### src/rtl/powerup_manager_pkg.sv
// Shared definitions for the Pong power-up sequencer.
// Contents:
//   - Sprite geometry: ball and power-up box sizes in pixels.
//   - FSM state encoding (puState_t).
//   - Registered output bundle (puOut_t).
//   - Helper functions for the overlap test and for clearing the effect.
package powerup_manager_pkg;

  localparam int BALL_W     = 16;
  localparam int BALL_H     = 16;
  localparam int POWER_UP_W = 32;
  localparam int POWER_UP_H = 32;

  typedef enum logic [1:0] {
    PU_WAIT   = 2'd0,
    PU_SHOWN  = 2'd1,
    PU_EFFECT = 2'd2,
    PU_WARN   = 2'd3
  } puState_t;

  // Every output of the block lives in this one register.
  typedef struct packed {
    logic       powerEn;
    logic [9:0] posX;
    logic [8:0] posY;
    logic       isPenalty;
    logic       powerA;
    logic       powerB;
    logic       affectedA;
    logic       affectedB;
    logic       flickA;
    logic       flickB;
    logic       flick;
  } puOut_t;

  // Overlap of the half-open spans [aPos, aPos+aLen) and [bPos, bPos+bLen).
  // The arguments are 11 bits wide, so a sprite at the right or bottom edge
  // cannot wrap around to zero.
  function automatic logic spansOverlap(input logic [10:0] aPos, input logic [10:0] aLen,
                                        input logic [10:0] bPos, input logic [10:0] bLen);
    return (aPos < bPos + bLen) && (bPos < aPos + aLen);
  endfunction

  // Drops the box and every effect flag.
  // The box position and type are left as they were.
  function automatic puOut_t clearEffects(input puOut_t o);
    puOut_t r;
    r           = o;
    r.powerEn   = 1'b0;
    r.powerA    = 1'b0;
    r.powerB    = 1'b0;
    r.affectedA = 1'b0;
    r.affectedB = 1'b0;
    r.flickA    = 1'b0;
    r.flickB    = 1'b0;
    r.flick     = 1'b0;
    return r;
  endfunction

endpackage

### src/rtl/powerup_manager_if.sv
// Bundle between the power-up sequencer and the game/display side.
// Game inputs:
//   frame_tick, game_run, x_ball, y_ball, last_hit.
// Display outputs:
//   power_en, power_pos_x/y, affectpowerup,
//   powerA/B, affectedA/B, flickpadA/B, flick.
// Modports:
//   master - used by powerup_manager.
//   slave  - used by the game/display side.
interface powerup_manager_if;
  logic       frame_tick;
  logic       game_run;
  logic [9:0] x_ball;
  logic [9:0] y_ball;
  logic       last_hit;

  logic       power_en;
  logic [9:0] power_pos_x;
  logic [8:0] power_pos_y;
  logic       affectpowerup;
  logic       powerA;
  logic       powerB;
  logic       affectedA;
  logic       affectedB;
  logic       flickpadA;
  logic       flickpadB;
  logic       flick;

  modport master (
    input  frame_tick, game_run, x_ball, y_ball, last_hit,
    output power_en, power_pos_x, power_pos_y, affectpowerup,
           powerA, powerB, affectedA, affectedB, flickpadA, flickpadB, flick
  );

  modport slave (
    output frame_tick, game_run, x_ball, y_ball, last_hit,
    input  power_en, power_pos_x, power_pos_y, affectpowerup,
           powerA, powerB, affectedA, affectedB, flickpadA, flickpadB, flick
  );
endinterface

### src/rtl/powerup_manager_lfsr.sv
// 16-bit Fibonacci LFSR with taps 16, 14, 13 and 11.
// Ports:
//   clk  - clock.
//   rst  - synchronous active-high reset; loads SEED.
//   en   - steps the register when high.
//   lfsr - current value of the register.
module powerup_lfsr #(
  parameter logic [15:0] SEED = 16'hACE1
) (
  input  logic        clk,
  input  logic        rst,
  input  logic        en,
  output logic [15:0] lfsr
);

  // NOTE: clocked state is written with non-blocking assignments only, so
  // every register samples the values from before the edge.
  always_ff @(posedge clk) begin
    if (rst) begin
      lfsr <= SEED;
    end else if (en) begin
      lfsr <= {lfsr[14:0], lfsr[15] ^ lfsr[13] ^ lfsr[12] ^ lfsr[10]};
    end
  end

endmodule

### src/rtl/powerup_manager.sv
// Power-up sequencer for the Pong display path.
// Once per frame it does three things:
//   - spawns a box at a pseudo-random position;
//   - detects when the ball captures the box;
//   - times the bonus or penalty applied to one paddle, including the
//     warning flicker before the effect expires.
// Ports:
//   clk - pixel clock.
//   rst - synchronous active-high reset.
//   bus - powerup_manager_if master modport. It carries the frame tick, the
//         rally flag, the ball position and last_hit in, and the registered
//         display outputs out.
module powerup_manager
  import powerup_manager_pkg::*;
#(
  parameter int          SPAWN_DELAY   = 300,
  parameter int          SHOW_FRAMES   = 480,
  parameter int          EFFECT_FRAMES = 600,
  parameter int          WARN_FRAMES   = 120,
  parameter int          FLICK_DIV     = 8,
  parameter int          X_MIN         = 192,
  parameter int          Y_MIN         = 96,
  parameter logic [15:0] LFSR_SEED     = 16'hACE1
) (
  input  logic              clk,
  input  logic              rst,
  powerup_manager_if.master bus
);

  // Each phase ends on the tick where its frame counter holds these values.
  localparam logic [9:0] SPAWN_LAST  = 10'(SPAWN_DELAY - 1);
  localparam logic [9:0] SHOW_LAST   = 10'(SHOW_FRAMES - 1);
  localparam logic [9:0] EFFECT_LAST = 10'(EFFECT_FRAMES - WARN_FRAMES - 1);
  localparam logic [9:0] WARN_LAST   = 10'(WARN_FRAMES - 1);
  localparam logic [9:0] FLICK_LAST  = 10'(FLICK_DIV - 1);

  puState_t    state, stateNext;
  logic [9:0]  frameCnt, frameCntNext;
  logic [9:0]  flickCnt, flickCntNext;
  puOut_t      outQ, outNext;
  logic [15:0] lfsr;
  logic        captured;

  // The LFSR runs on every cycle, including outside a rally, so the spawn
  // position depends on when the rally starts.
  powerup_lfsr #(.SEED(LFSR_SEED)) uLfsr (
    .clk  (clk),
    .rst  (rst),
    .en   (1'b1),
    .lfsr (lfsr)
  );

  assign captured =
      spansOverlap({1'b0, bus.x_ball}, 11'(BALL_W), {1'b0, outQ.posX}, 11'(POWER_UP_W)) &&
      spansOverlap({1'b0, bus.y_ball}, 11'(BALL_H), {2'b0, outQ.posY}, 11'(POWER_UP_H));

  always_ff @(posedge clk) begin
    if (rst) begin
      state     <= PU_WAIT;
      frameCnt  <= '0;
      flickCnt  <= '0;
      outQ      <= '0;
      outQ.posX <= 10'(X_MIN);
      outQ.posY <= 9'(Y_MIN);
    end else begin
      state    <= stateNext;
      frameCnt <= frameCntNext;
      flickCnt <= flickCntNext;
      outQ     <= outNext;
    end
  end

  always_comb begin
    // NOTE: every signal gets a hold value before any branch, so no path
    // leaves one unassigned and no latch is inferred.
    stateNext    = state;
    frameCntNext = frameCnt;
    flickCntNext = flickCnt;
    outNext      = outQ;

    if (!bus.game_run) begin
      // Leaving the rally overrides every other event, on any cycle.
      stateNext    = PU_WAIT;
      frameCntNext = '0;
      flickCntNext = '0;
      outNext      = clearEffects(outQ);
    end else if (bus.frame_tick) begin
      case (state)
        PU_WAIT: begin
          if (frameCnt == SPAWN_LAST) begin
            stateNext         = PU_SHOWN;
            frameCntNext      = '0;
            outNext.powerEn   = 1'b1;
            outNext.posX      = 10'(X_MIN) + {2'b00, lfsr[7:0]};
            outNext.posY      = 9'(Y_MIN) + {1'b0, lfsr[15:8]};
            outNext.isPenalty = lfsr[3] ^ lfsr[12];
          end else begin
            frameCntNext = frameCnt + 10'd1;
          end
        end

        PU_SHOWN: begin
          // A capture on the timeout tick still counts as a capture.
          if (captured) begin
            stateNext       = PU_EFFECT;
            frameCntNext    = '0;
            outNext.powerEn = 1'b0;
            if (!outQ.isPenalty) begin
              // A bonus goes to the paddle that last hit the ball.
              outNext.powerA = ~bus.last_hit;
              outNext.powerB = bus.last_hit;
            end else begin
              // A penalty goes to the opponent of that paddle.
              outNext.affectedA = bus.last_hit;
              outNext.affectedB = ~bus.last_hit;
            end
          end else if (frameCnt == SHOW_LAST) begin
            stateNext       = PU_WAIT;
            frameCntNext    = '0;
            outNext.powerEn = 1'b0;
          end else begin
            frameCntNext = frameCnt + 10'd1;
          end
        end

        PU_EFFECT: begin
          if (frameCnt == EFFECT_LAST) begin
            stateNext      = PU_WARN;
            frameCntNext   = '0;
            flickCntNext   = '0;
            outNext.flick  = 1'b1;
            outNext.flickA = outQ.powerA | outQ.affectedA;
            outNext.flickB = outQ.powerB | outQ.affectedB;
          end else begin
            frameCntNext = frameCnt + 10'd1;
          end
        end

        PU_WARN: begin
          if (frameCnt == WARN_LAST) begin
            stateNext    = PU_WAIT;
            frameCntNext = '0;
            flickCntNext = '0;
            outNext      = clearEffects(outQ);
          end else begin
            frameCntNext = frameCnt + 10'd1;
            if (flickCnt == FLICK_LAST) begin
              flickCntNext  = '0;
              outNext.flick = ~outQ.flick;
            end else begin
              flickCntNext = flickCnt + 10'd1;
            end
          end
        end

        default: stateNext = PU_WAIT;
      endcase
    end
  end

  assign bus.power_en      = outQ.powerEn;
  assign bus.power_pos_x   = outQ.posX;
  assign bus.power_pos_y   = outQ.posY;
  assign bus.affectpowerup = outQ.isPenalty;
  assign bus.powerA        = outQ.powerA;
  assign bus.powerB        = outQ.powerB;
  assign bus.affectedA     = outQ.affectedA;
  assign bus.affectedB     = outQ.affectedB;
  assign bus.flickpadA     = outQ.flickA;
  assign bus.flickpadB     = outQ.flickB;
  assign bus.flick         = outQ.flick;

endmodule

### src/flat_wrapper.sv
// flat-port wrapper written by rule: the top's interface ports become plain ports
module powerup_manager_flat import powerup_manager_pkg::*;
#(
  parameter int          SPAWN_DELAY   = 300,
  parameter int          SHOW_FRAMES   = 480,
  parameter int          EFFECT_FRAMES = 600,
  parameter int          WARN_FRAMES   = 120,
  parameter int          FLICK_DIV     = 8,
  parameter int          X_MIN         = 192,
  parameter int          Y_MIN         = 96,
  parameter logic [15:0] LFSR_SEED     = 16'hACE1
)
  (clk, rst, bus_frame_tick, bus_game_run, bus_x_ball, bus_y_ball, bus_last_hit, bus_power_en, bus_power_pos_x, bus_power_pos_y, bus_affectpowerup, bus_powerA, bus_powerB, bus_affectedA, bus_affectedB, bus_flickpadA, bus_flickpadB, bus_flick);
  powerup_manager_if bus_i ();
  input  logic clk;
  input  logic rst;
  input wire logic [$bits(bus_i.frame_tick)-1:0] bus_frame_tick;
  input wire logic [$bits(bus_i.game_run)-1:0] bus_game_run;
  input wire logic [$bits(bus_i.x_ball)-1:0] bus_x_ball;
  input wire logic [$bits(bus_i.y_ball)-1:0] bus_y_ball;
  input wire logic [$bits(bus_i.last_hit)-1:0] bus_last_hit;
  output wire logic [$bits(bus_i.power_en)-1:0] bus_power_en;
  output wire logic [$bits(bus_i.power_pos_x)-1:0] bus_power_pos_x;
  output wire logic [$bits(bus_i.power_pos_y)-1:0] bus_power_pos_y;
  output wire logic [$bits(bus_i.affectpowerup)-1:0] bus_affectpowerup;
  output wire logic [$bits(bus_i.powerA)-1:0] bus_powerA;
  output wire logic [$bits(bus_i.powerB)-1:0] bus_powerB;
  output wire logic [$bits(bus_i.affectedA)-1:0] bus_affectedA;
  output wire logic [$bits(bus_i.affectedB)-1:0] bus_affectedB;
  output wire logic [$bits(bus_i.flickpadA)-1:0] bus_flickpadA;
  output wire logic [$bits(bus_i.flickpadB)-1:0] bus_flickpadB;
  output wire logic [$bits(bus_i.flick)-1:0] bus_flick;
  assign bus_i.frame_tick = bus_frame_tick;
  assign bus_i.game_run = bus_game_run;
  assign bus_i.x_ball = bus_x_ball;
  assign bus_i.y_ball = bus_y_ball;
  assign bus_i.last_hit = bus_last_hit;
  assign bus_power_en = bus_i.power_en;
  assign bus_power_pos_x = bus_i.power_pos_x;
  assign bus_power_pos_y = bus_i.power_pos_y;
  assign bus_affectpowerup = bus_i.affectpowerup;
  assign bus_powerA = bus_i.powerA;
  assign bus_powerB = bus_i.powerB;
  assign bus_affectedA = bus_i.affectedA;
  assign bus_affectedB = bus_i.affectedB;
  assign bus_flickpadA = bus_i.flickpadA;
  assign bus_flickpadB = bus_i.flickpadB;
  assign bus_flick = bus_i.flick;
  powerup_manager #(.SPAWN_DELAY(SPAWN_DELAY), .SHOW_FRAMES(SHOW_FRAMES), .EFFECT_FRAMES(EFFECT_FRAMES), .WARN_FRAMES(WARN_FRAMES), .FLICK_DIV(FLICK_DIV), .X_MIN(X_MIN), .Y_MIN(Y_MIN), .LFSR_SEED(LFSR_SEED)) u_core (.clk(clk), .rst(rst), .bus(bus_i));
endmodule
### config.mk
export PLATFORM = sky130hd
export DESIGN_NAME = powerup_manager_flat
export DESIGN_NICKNAME = d
export VERILOG_FILES = /design/src/rtl/powerup_manager_pkg.sv /design/src/rtl/powerup_manager_if.sv /design/src/rtl/powerup_manager_lfsr.sv /design/src/rtl/powerup_manager.sv /design/src/flat_wrapper.sv
export SDC_FILE = /design/constraint.sdc
export NUM_CORES = 1
export LEC_CHECK = 0
export ABC_AREA = 1
export CAP_MARGIN = 20
export CORE_MARGIN = 2
export CORE_UTILIZATION = 64
export CTS_CLUSTER_DIAMETER = 150
export CTS_CLUSTER_SIZE = 14
export DETAILED_ROUTE_END_ITERATION = 16
export DONT_BUFFER_PORTS = 1
export GPL_TIMING_DRIVEN = 0
export PLACE_DENSITY = 0.78
export SYNTH_ARGS = -nofsm -noshare
export SYNTH_HDL_FRONTEND = slang
export SYNTH_SLANG_ARGS = --single-unit
export TNS_END_PERCENT = 30
### constraint.sdc
create_clock -name clk -period 2.8 [get_ports clk]
set_clock_uncertainty 0.05 [all_clocks]
set_input_delay 0.7 -clock clk [delete_from_list [all_inputs] [get_ports clk]]
set_output_delay 0.7 -clock clk [all_outputs]
set_load 0.02 [all_outputs]
# After elaboration in Yosys (flattened, before gate mapping)
# Cells that the tools add are included.
op_classes:
  addsub: 8
  magnitude_cmp: 4
  n_eq_ne: 15
  mux: 29
  bitwise: 10
  reduce_logical: 16
ops:
  columns: ["op", "n"]
  rows:
  - ["$mux W10", 7]
  - ["$pmux W10 S4", 1]
  - ["$pmux W20 S2", 1]
  - ["$lt A10 B11 Y1", 3]
  - ["$mux W27", 1]
  - ["$reduce_and A5 Y1", 5]
  - ["$add A10 B5 Y11 const B", 2]
  - ["$mux W21", 1]
  - ["$add A10 B1 Y10 const B", 2]
  - ["$eq A10 B9 Y1 const B", 2]
  - ["$pmux W10 S2", 1]
  - ["$mux W2", 7]
  - ["$add A10 B6 Y11 const B", 1]
  - ["$lt A9 B11 Y1", 1]
  - ["$add A9 B6 Y10 const B", 1]
  - ["$eq A10 B3 Y1 const B", 1]
  - ["$eq A10 B7 Y1 const B", 1]
  - ["$ne A2 B1 Y1 const B", 5]
  - ["$add A7 B8 Y9 const A", 1]
  - ["$add A8 B8 Y9 const A", 1]
  - ["$pmux W2 S4", 1]
  - ["$pmux W4 S2", 1]
  - ["$reduce_and A4 Y1", 2]
  - ["$ne A3 B1 Y1 const B", 2]
  - ["17 further kinds", 31]
totals:
  ff_bits: 66
  inputBits: 25
  word_cells: 97

# Logic depth before layout (Yosys ltp)
depth:
  ltp_word: 6
  mapped_depth: 16
  mapped_depth_nobuf: 16

# Modules after synthesis
# Synthesis repeated with hierarchy kept, for this count alone.
unflattened:
  hier_cells: 580
  hier_area_um2: 3991.3
by_module_without_submodules:
  columns: ["module", "instances", "cells_per_inst", "area_per_inst_um2", "seq_area_each_um2"]
  rows:
  - ["powerup_manager", 1, 498, 3358.2, 980.9]
  - ["powerup_lfsr", 1, 82, 633.1, 320.3]

# Worst setup path after synthesis
# OpenSTA, ideal clock, no wires.
synth_timing:
  path_type: "input port to flip-flop"
  startpoint: "input port bus_x_ball[4]"
  endpoint: "register u_core.frameCnt[1]"
  setup_ns: 0.116
  arrival_time_ns: 2.285
  t_required_ns: 2.634
  setup_slack_ns: 0.349
  stages: 16
  path_cell_list: "ha_1 nand2_1 inv_1 nand2_1 xor2_1 ha_1 nand2_1 inv_1 o21ai_1 nand2_1 nor2_1 nand3_2 nand2_2 nand3_4 o211ai_1 inv_1"
synth_between:
  elab_chain_len: 6
  elab_cells_between_ends: 7
  cone_classes: "1 x add/sub; 2 x order compare; 2 x mux; 2 x reduce/logical"
synth_rtl:
  columns: ["item", "line", "text"]
  rows:
  - ["from (decl)", "flat_wrapper.sv:19", "input wire logic [$bits(bus_i.x_ball)-1:0] bus_x_ball;"]
  - ["$add A10 B5 Y11", "powerup_manager_pkg.sv:41", "return (aPos < bPos + bLen) && (bPos < aPos + aLen);"]
  - ["$lt A10 B11 Y1", "powerup_manager_pkg.sv:41", null]
  - ["$logic_and A1 B1 Y1 *", "powerup_manager_pkg.sv:41", null]
  - ["$logic_and A1 B1 Y1 *", "powerup_manager.sv:54", "spansOverlap({1'b0, bus.x_ball}, 11'(BALL_W), {1'b0, outQ.posX}, 11'(POWER_UP_W)) &&"]
  - ["$mux W10 *", "powerup_manager.sv:104", "if (captured) begin"]
  - ["$pmux W10 S4 *", "powerup_manager.sv:88", "case (state)"]
  - ["to (signal assigned)", "powerup_manager.sv:67", "frameCnt <= frameCntNext;"]
  - ["to (decl)", "powerup_manager.sv:38", "logic [9:0] frameCnt, frameCntNext;"]
# Every way passes the cells marked *; elsewhere a longest branch is shown, timed or not.
# A chain may end at the register's enable or synchronous reset.

# Final worst setup path
layout_timing:
  startpoint: "register u_core.outQ (netlist bit u_core.bus.power_pos_y[5])"
  endpoint: "register u_core.outQ (netlist bit u_core.bus.power_en)"
layout_between:
  elab_chain_len: 6
  elab_cells_between_ends: 9
  cone_classes: "1 x add/sub; 2 x order compare; 1 x eq/ne; 2 x mux; 3 x reduce/logical"
layout_rtl:
  columns: ["item", "line", "text"]
  rows:
  - ["from (decl)", "powerup_manager.sv:40", "puOut_t outQ, outNext;"]
  - ["from (signal assigned)", "powerup_manager.sv:69", "outQ <= outNext;"]
  - ["$add A9 B6 Y10", "powerup_manager_pkg.sv:41", null]
  - ["$lt A10 B11 Y1", "powerup_manager_pkg.sv:41", null]
  - ["$logic_and A1 B1 Y1 *", "powerup_manager_pkg.sv:41", null]
  - ["$logic_and A1 B1 Y1 *", "powerup_manager.sv:54", null]
  - ["$ne A3 B1 Y1 (no source line) or $mux W1 (tied branches)", null, null]
  - ["$reduce_and A5 Y1 (no source line) or $pmux W1 S3 (tied branches)", null, null]
# Marks and branches as above.

==> impl_metrics.py <==
metrics = {
    "run_status": {
        "outcome": "finished, final reports clean",
    },
    "sta": {
        "post-route-period-util": 0.9008,
        "final-max-slew-violation-count": 0,
        "rsz0062_at_grt": "no",
        "setup_slack_ns": 0.2776,
        "relSlewSlack": 0.5556,
        "tightest_slew_ns": 0.6642,
        "fin_tns_setup_ns": 0,
        "period_minus_slack_ns": 2.522,
        "setup_viol": 0,
        "hold_viol": 0,
        "whs_ns": 0.3706,
        "timing.fmax_mhz": 396.5,
    },
    "setup_path": {
        "cp_slowest_cell": "dfxtp_1",
        "cpPeakStageDelay_ns": 0.56,
        "cp_max_fo": 6,
        "crit_top_cell": "nand3_1",
        "required_ns": 2.98,
        "arrival_ns": 2.70,
        "crit_path_end_kind": "flop",
        "cp_cell_sequence": "ha_1, nand3_1, ha_1, nand3_1, nand3_1, a21oi_1, nand3_1, nor2_1, nand3_2, nand2_2, nand4_1, nand2_1, nor2_1",
        "cp-start-kind": "flop",
        "critPathKind": "flop to flop",
    },
    "yosys": {
        "synth-main-ff-cell": "dfxtp_1",
        "synth_edf_count": 0,
        "post-synth-top-area-fraction": 0.3372,
        "syn-cell-area_sq_um": 3859,
        "yosysUniqueCellTypes": 37,
        "ys_seq_area_frac": 0.3372,
        "synth_seq_cells": 65,
        "synth_fp_nets": 592,
        "async_flop_share": 0,
        "ys_warn_count": 0,
        "syn_area_per_cell_sq_um": 7.350,
        "synthTopCellsByArea": "dfxtp_1, ha_1, inv_1",
        "yosys.area.top_type": "dfxtp_1",
        "synthCells": 525,
    },
    "clock_network": {
        "holdBufCountCts": 0,
        "postCtsSetupBuffers": 0,
        "clock_path_buffers": 2,
        "cts_tree": "done",
        "cts_resized": 0,
        "cts_root_buf": "clkbuf_8",
        "cts-buffers-inserted": 9,
        "clk-insertion-delay-late_ns": 0.34,
        "clock-sinks": 65,
        "clk_pin_slew_worst_paths_ns": 0.08,
        "h-tree-depth": 3,
    },
    "global_route": {
        "grt_antenna_before_repair": 0,
        "grt_start_max_net_pins": 13,
        "track_usage": 0.2513,
        "grt_overflow": 0,
        "grt_pass1_wl_microns": 13070,
        "grt_pass1_vias": 3232,
    },
    "final_layout": {
        "final_cells": 616,
        "nets": 603,
        "layout_commonest_cell": "inv_1",
        "area_delta_synth_final_pct": 7.717,
        "antennaDiodeCount": 0,
        "multi_input_area_sq_um": 2182,
        "stdcell_area_sq_um": 4156,
        "final_cell_mix": "inv_1, nand2_1, dfxtp_1, nor2_1, a21oi_1",
        "drive_gt1_frac": 0.07394,
        "fillers": 513,
        "register_area_sq_um": 1301,
    },
    "power": {
        "peakVddDrop_v": 0.0003661,
        "cellPowerDensity_nw_per_um2": 456.7,
        "leakagePower_nw": 1.869,
    },
    "placed_design": {
        "hpwl_microns": 6323,
        "gp_congestion": 0.8348,
        "place_ws_ns": 0.05803,
        "dp.cells": 600,
        "dpl_cell_area_sq_um": 3953,
        "io_buffers": 0,
    },
    "detailed_routing": {
        "avgRoutedWirePerCell_microns": 13.06,
        "wirelength_microns": 8047,
        "route.vias.total": 3377,
        "drt_pre_antenna_iters": 4,
        "via_per_inst": 5.482,
        "drc": 0,
        "dr.first_iter.drc_count": 134,
        "ant_nets": 0,
    },
    "min_path": {
        "min_path_type": "flop to flop",
    },
    "die": {
        "fp.dieW_microns": 81.65,
        "coreArea_sq_um": 5886,
        "die_area_sq_um": 6667,
        "die_h_microns": 81.65,
        "start_util": 0.6556,
        "ios": 53,
        "rows": 28,
    },
    "run": {
        "drv_cap": 0,
    },
}
[per-layer routing]
| metal | routed length [microns] | global-route usage |
|---|---|---|
| met2 | 4035 | 0.4623 |
| met3 | 402 | 0.04945 |
| met5 | 0 | 0 |
| met4 | 78 | 0.1033 |
| met1 | 3531 | 0.2825 |
[area by class of cell]
cell class                      instances  area share
Multi-Input combinational cell        361      0.5250
Sequential cell                        65      0.3131
Inverter                               91     0.08218
Clock buffer                           10     0.03311
Tap cell                               75     0.02258
Clock inverter                          6     0.01595
Buffer                                  8    0.008128
[synthesized netlist by cell type (all sizes together) (2+ instances only)]
cell type and instances:
nand4 11, xnor2 5, nor2 55, a211oi 7
nand2 85, a21o 2, nor3 18, clkbuf 7
nor4 3, ha 42, o21ai 30, o2111ai 3
nor3b 3, dfxtp 65, a31oi 2, nand3 25
inv 91, a21oi 43, o211ai 7, xor2 11
or2 4
[report_power, final]
group	internal (mW)	switching, mW	total, mW
clock network	0.436	0.365	0.802
registers	0.942	0.0114	0.953
logic	0.0567	0.0867	0.143
[stage by stage]
stage	util	total power, mW
2_1_floorplan	-	1.086
3_3_place_gp	0.6716	1.110
3_5_place_dp	0.6716	1.118
4_1_cts	0.7062	1.918
5_1_grt	0.7062	1.981
6_report	0.7062	1.898
[state kept, by name (all words and copies together) (netlist names), named ones only]
register / count
u_core.uLfsr.lfsr: 16
u_core.flickCnt: 10
u_core.frameCnt: 10
u_core.bus.power_pos_x: 9
u_core.bus.power_pos_y: 9
u_core.bus.affectedA: 1
u_core.bus.affectedB: 1
u_core.bus.affectpowerup: 1
u_core.bus.flick: 1
u_core.bus.flickpadA: 1
u_core.bus.flickpadB: 1
u_core.bus.powerA: 1
u_core.bus.powerB: 1
u_core.bus.power_en: 1
u_core.state: 1
[worst max-delay path: cells and delay by family, from the launching register on]
family | cells | cell delay [ns]
simple gates | 10 | 1.07
compound gates | 1 | 0.13
flops | 1 | 0.56
fa+ha+maj | 2 | 0.58
[kinds of logic (layout without fill, tap and decap cells)]
kind of cell             after synthesis  count (layout)  synth area share
flip-flops                            65              65            0.3372
AND/OR/NAND/NOR                      205             205            0.2481
other                                  1               1         0.0009718
adder cells (fa/ha/maj)               42              42            0.1362
AO/OA/AOI/OAI                         97              97            0.1440
XOR/XNOR                              16              16           0.03632
buffers and inverters                 99             115           0.09728
[final timing paths]
kind	start	to	slack [ns]	depth (start not counted)
worst max-delay path	u_core.bus.power_pos_y[5]	u_core.bus.power_en	0.28	13
worst min-delay path	u_core.uLfsr.lfsr[5]	u_core.uLfsr.lfsr[6]	0.37	2
worst max register to register	u_core.bus.power_pos_y[5]	u_core.bus.power_en	0.28	13
worst min register to register	u_core.uLfsr.lfsr[5]	u_core.uLfsr.lfsr[6]	0.37	2
Power figures use the tool's default switching activity.
==> patch (same settings) <==
`X_MIN` is set to 192 in 2 places; all go to 144.
--- a/src/rtl/powerup_manager.sv
+++ b/src/rtl/powerup_manager.sv
@@ -18,7 +18,7 @@
   parameter int          EFFECT_FRAMES = 600,
   parameter int          WARN_FRAMES   = 120,
   parameter int          FLICK_DIV     = 8,
-  parameter int          X_MIN         = 192,
+  parameter int          X_MIN         = 144,
   parameter int          Y_MIN         = 96,
   parameter logic [15:0] LFSR_SEED     = 16'hACE1
 ) (
--- a/src/flat_wrapper.sv
+++ b/src/flat_wrapper.sv
@@ -6,7 +6,7 @@
   parameter int          EFFECT_FRAMES = 600,
   parameter int          WARN_FRAMES   = 120,
   parameter int          FLICK_DIV     = 8,
-  parameter int          X_MIN         = 192,
+  parameter int          X_MIN         = 144,
   parameter int          Y_MIN         = 96,
   parameter logic [15:0] LFSR_SEED     = 16'hACE1
 )
Check against the original RTL: not equivalent (Yosys sat finds a counterexample within 4 cycles, from zero or initial values and one cycle with rst high).
==> patch against the original RTL <==
Sequential cell count stayed put. Area after synthesis is 3.5% higher. Utilization is 1.4 points higher. Routed wire length is 1.1% higher. Setup slack worse by 15 ps. Largest power group unchanged. Critical endpoint is now u_core.frameCnt[6]. Count of clock-buffer cells in the layout is 1 higher. Power is 5.7% higher. Fmax is 0.58% lower. Cell area is 3.8% higher.
==> patch: results (changes against the original RTL) <==
Hold Crit Endpoint u_core.uLfsr.lfsr[3] (was u_core.uLfsr.lfsr[6]); Iter 0 DRT Violations 113 (was 134); Max VDD drop 377 uV (was 366 uV); Placer Congestion 0.847 (was 0.835); Sw Ratio 0.229 (was 0.244); peak fanout along the critical path 10 (was 6); met1 usage 0.294 (was 0.282); register area share after synthesis 0.326 (was 0.337); status completed (unchanged); largest net degree at the start of global routing 12 (was 13); hold_sp u_core.uLfsr.lfsr[2] (was u_core.uLfsr.lfsr[5]); Inserted Diodes 0 (unchanged); Gate power share 0.074 (was 0.076); routed wire length 8140 um (was 8050 um); DPL Wire Length 6360 um (was 6320 um); Synth cell types 34 (was 37); Post-DP Area 4090 um^2 (was 3950 um^2); post-synth net total 612 (was 592); ranking of synthesized cells by area dfxtp_1 33%, ha_1 13%, nand2_1 8.7% (was dfxtp_1 34%, ha_1 14%, inv_1 8.6%); slew margin rel. 0.527 (was 0.556); leakage 1.96 nW (was 1.87 nW); GR Util All Layers 0.252 (was 0.251); CP endpoint u_core.frameCnt[6] (was u_core.bus.power_en); proportion of layout cells with a drive suffix above 1 0.112 (was 0.0739); nets 623 (was 603); CP arrival 2720 ps (was 2700 ps); most common library cells after synthesis 93 x nand2_1, 85 x inv_1, 65 x dfxtp_1 (was 88 x inv_1, 80 x nand2_1, 65 x dfxtp_1); vias in the first global route 3474 (was 3232); DR vias 3448 (was 3377); reg2reg path depth 14 (was 13); GR Util met3 0.0606 (was 0.0495); P_seq 0.955 mW (was 0.953 mW); global-route wire length before repair 14700 um (was 13100 um); met2 Use GR 0.450 (was 0.462); FF-to-FF End u_core.frameCnt[6] (was u_core.bus.power_en)
==> patch: through the flow <==
| step | util | hold slack, ps | power, mW | setup slack, ps | cells |
|---|---|---|---|---|---|
| after global placement | 0.682 | 361 | 1.12 | 95.9 | 620 |
| after global routing | 0.720 | 401 | 2.09 | 39.4 | 636 |
| after CTS | 0.720 | 374 | 2.01 | 267 | 636 |
| after detailed placement | 0.682 | 363 | 1.12 | 47.6 | 620 |
| after floorplan | - | 350 | 1.09 | 324 | 545 |
| final | 0.720 | 373 | 2.01 | 263 | 636 |
==> patch: logic make-up after synthesis <==
logic type | share of synthesized area
AO/OA/AOI/OAI | 0.121
AND/OR/NAND/NOR | 0.274
other | 0.000939
adder cells (fa/ha/maj) | 0.132
XOR/XNOR | 0.0439
buffers and inverters | 0.102
flip-flops | 0.326
==> patch: routing by layer <==
| metal | vias up | wire [um] | share of wire |
|---|---|---|---|
| met5 | - | 0 | 0 |
| met4 | 0 | 126 | 0.015 |
| met3 | 13 | 357 | 0.044 |
| met2 | 79 | 4100 | 0.50 |
| met1 | 1571 | 3550 | 0.44 |
| li1 | 1785 | - | - |
==> patch: final cells by class <==
class	count	area, um^2
well taps	75	93.8
multi-input cells	378	2280
inverters	92	345
fillers	493	1680
clock inverters	5	77.6
flip-flops and latches	65	1300
clock buffers	11	151
plain buffers	10	63.8
==> patch: worst max-delay path, cell delays in order (launching register included) <==
cell and delay (ps):
dfxtp_1 570, ha_1 260, nand3_1 90, ha_1 330, nand3_1 100, nand3_1 70
nor2_1 90, nand4_1 100, nor2_1 120, nand3_2 150, nand2_2 130, nand3_2 90
buf_6 150, o211ai_1 80, inv_1 50
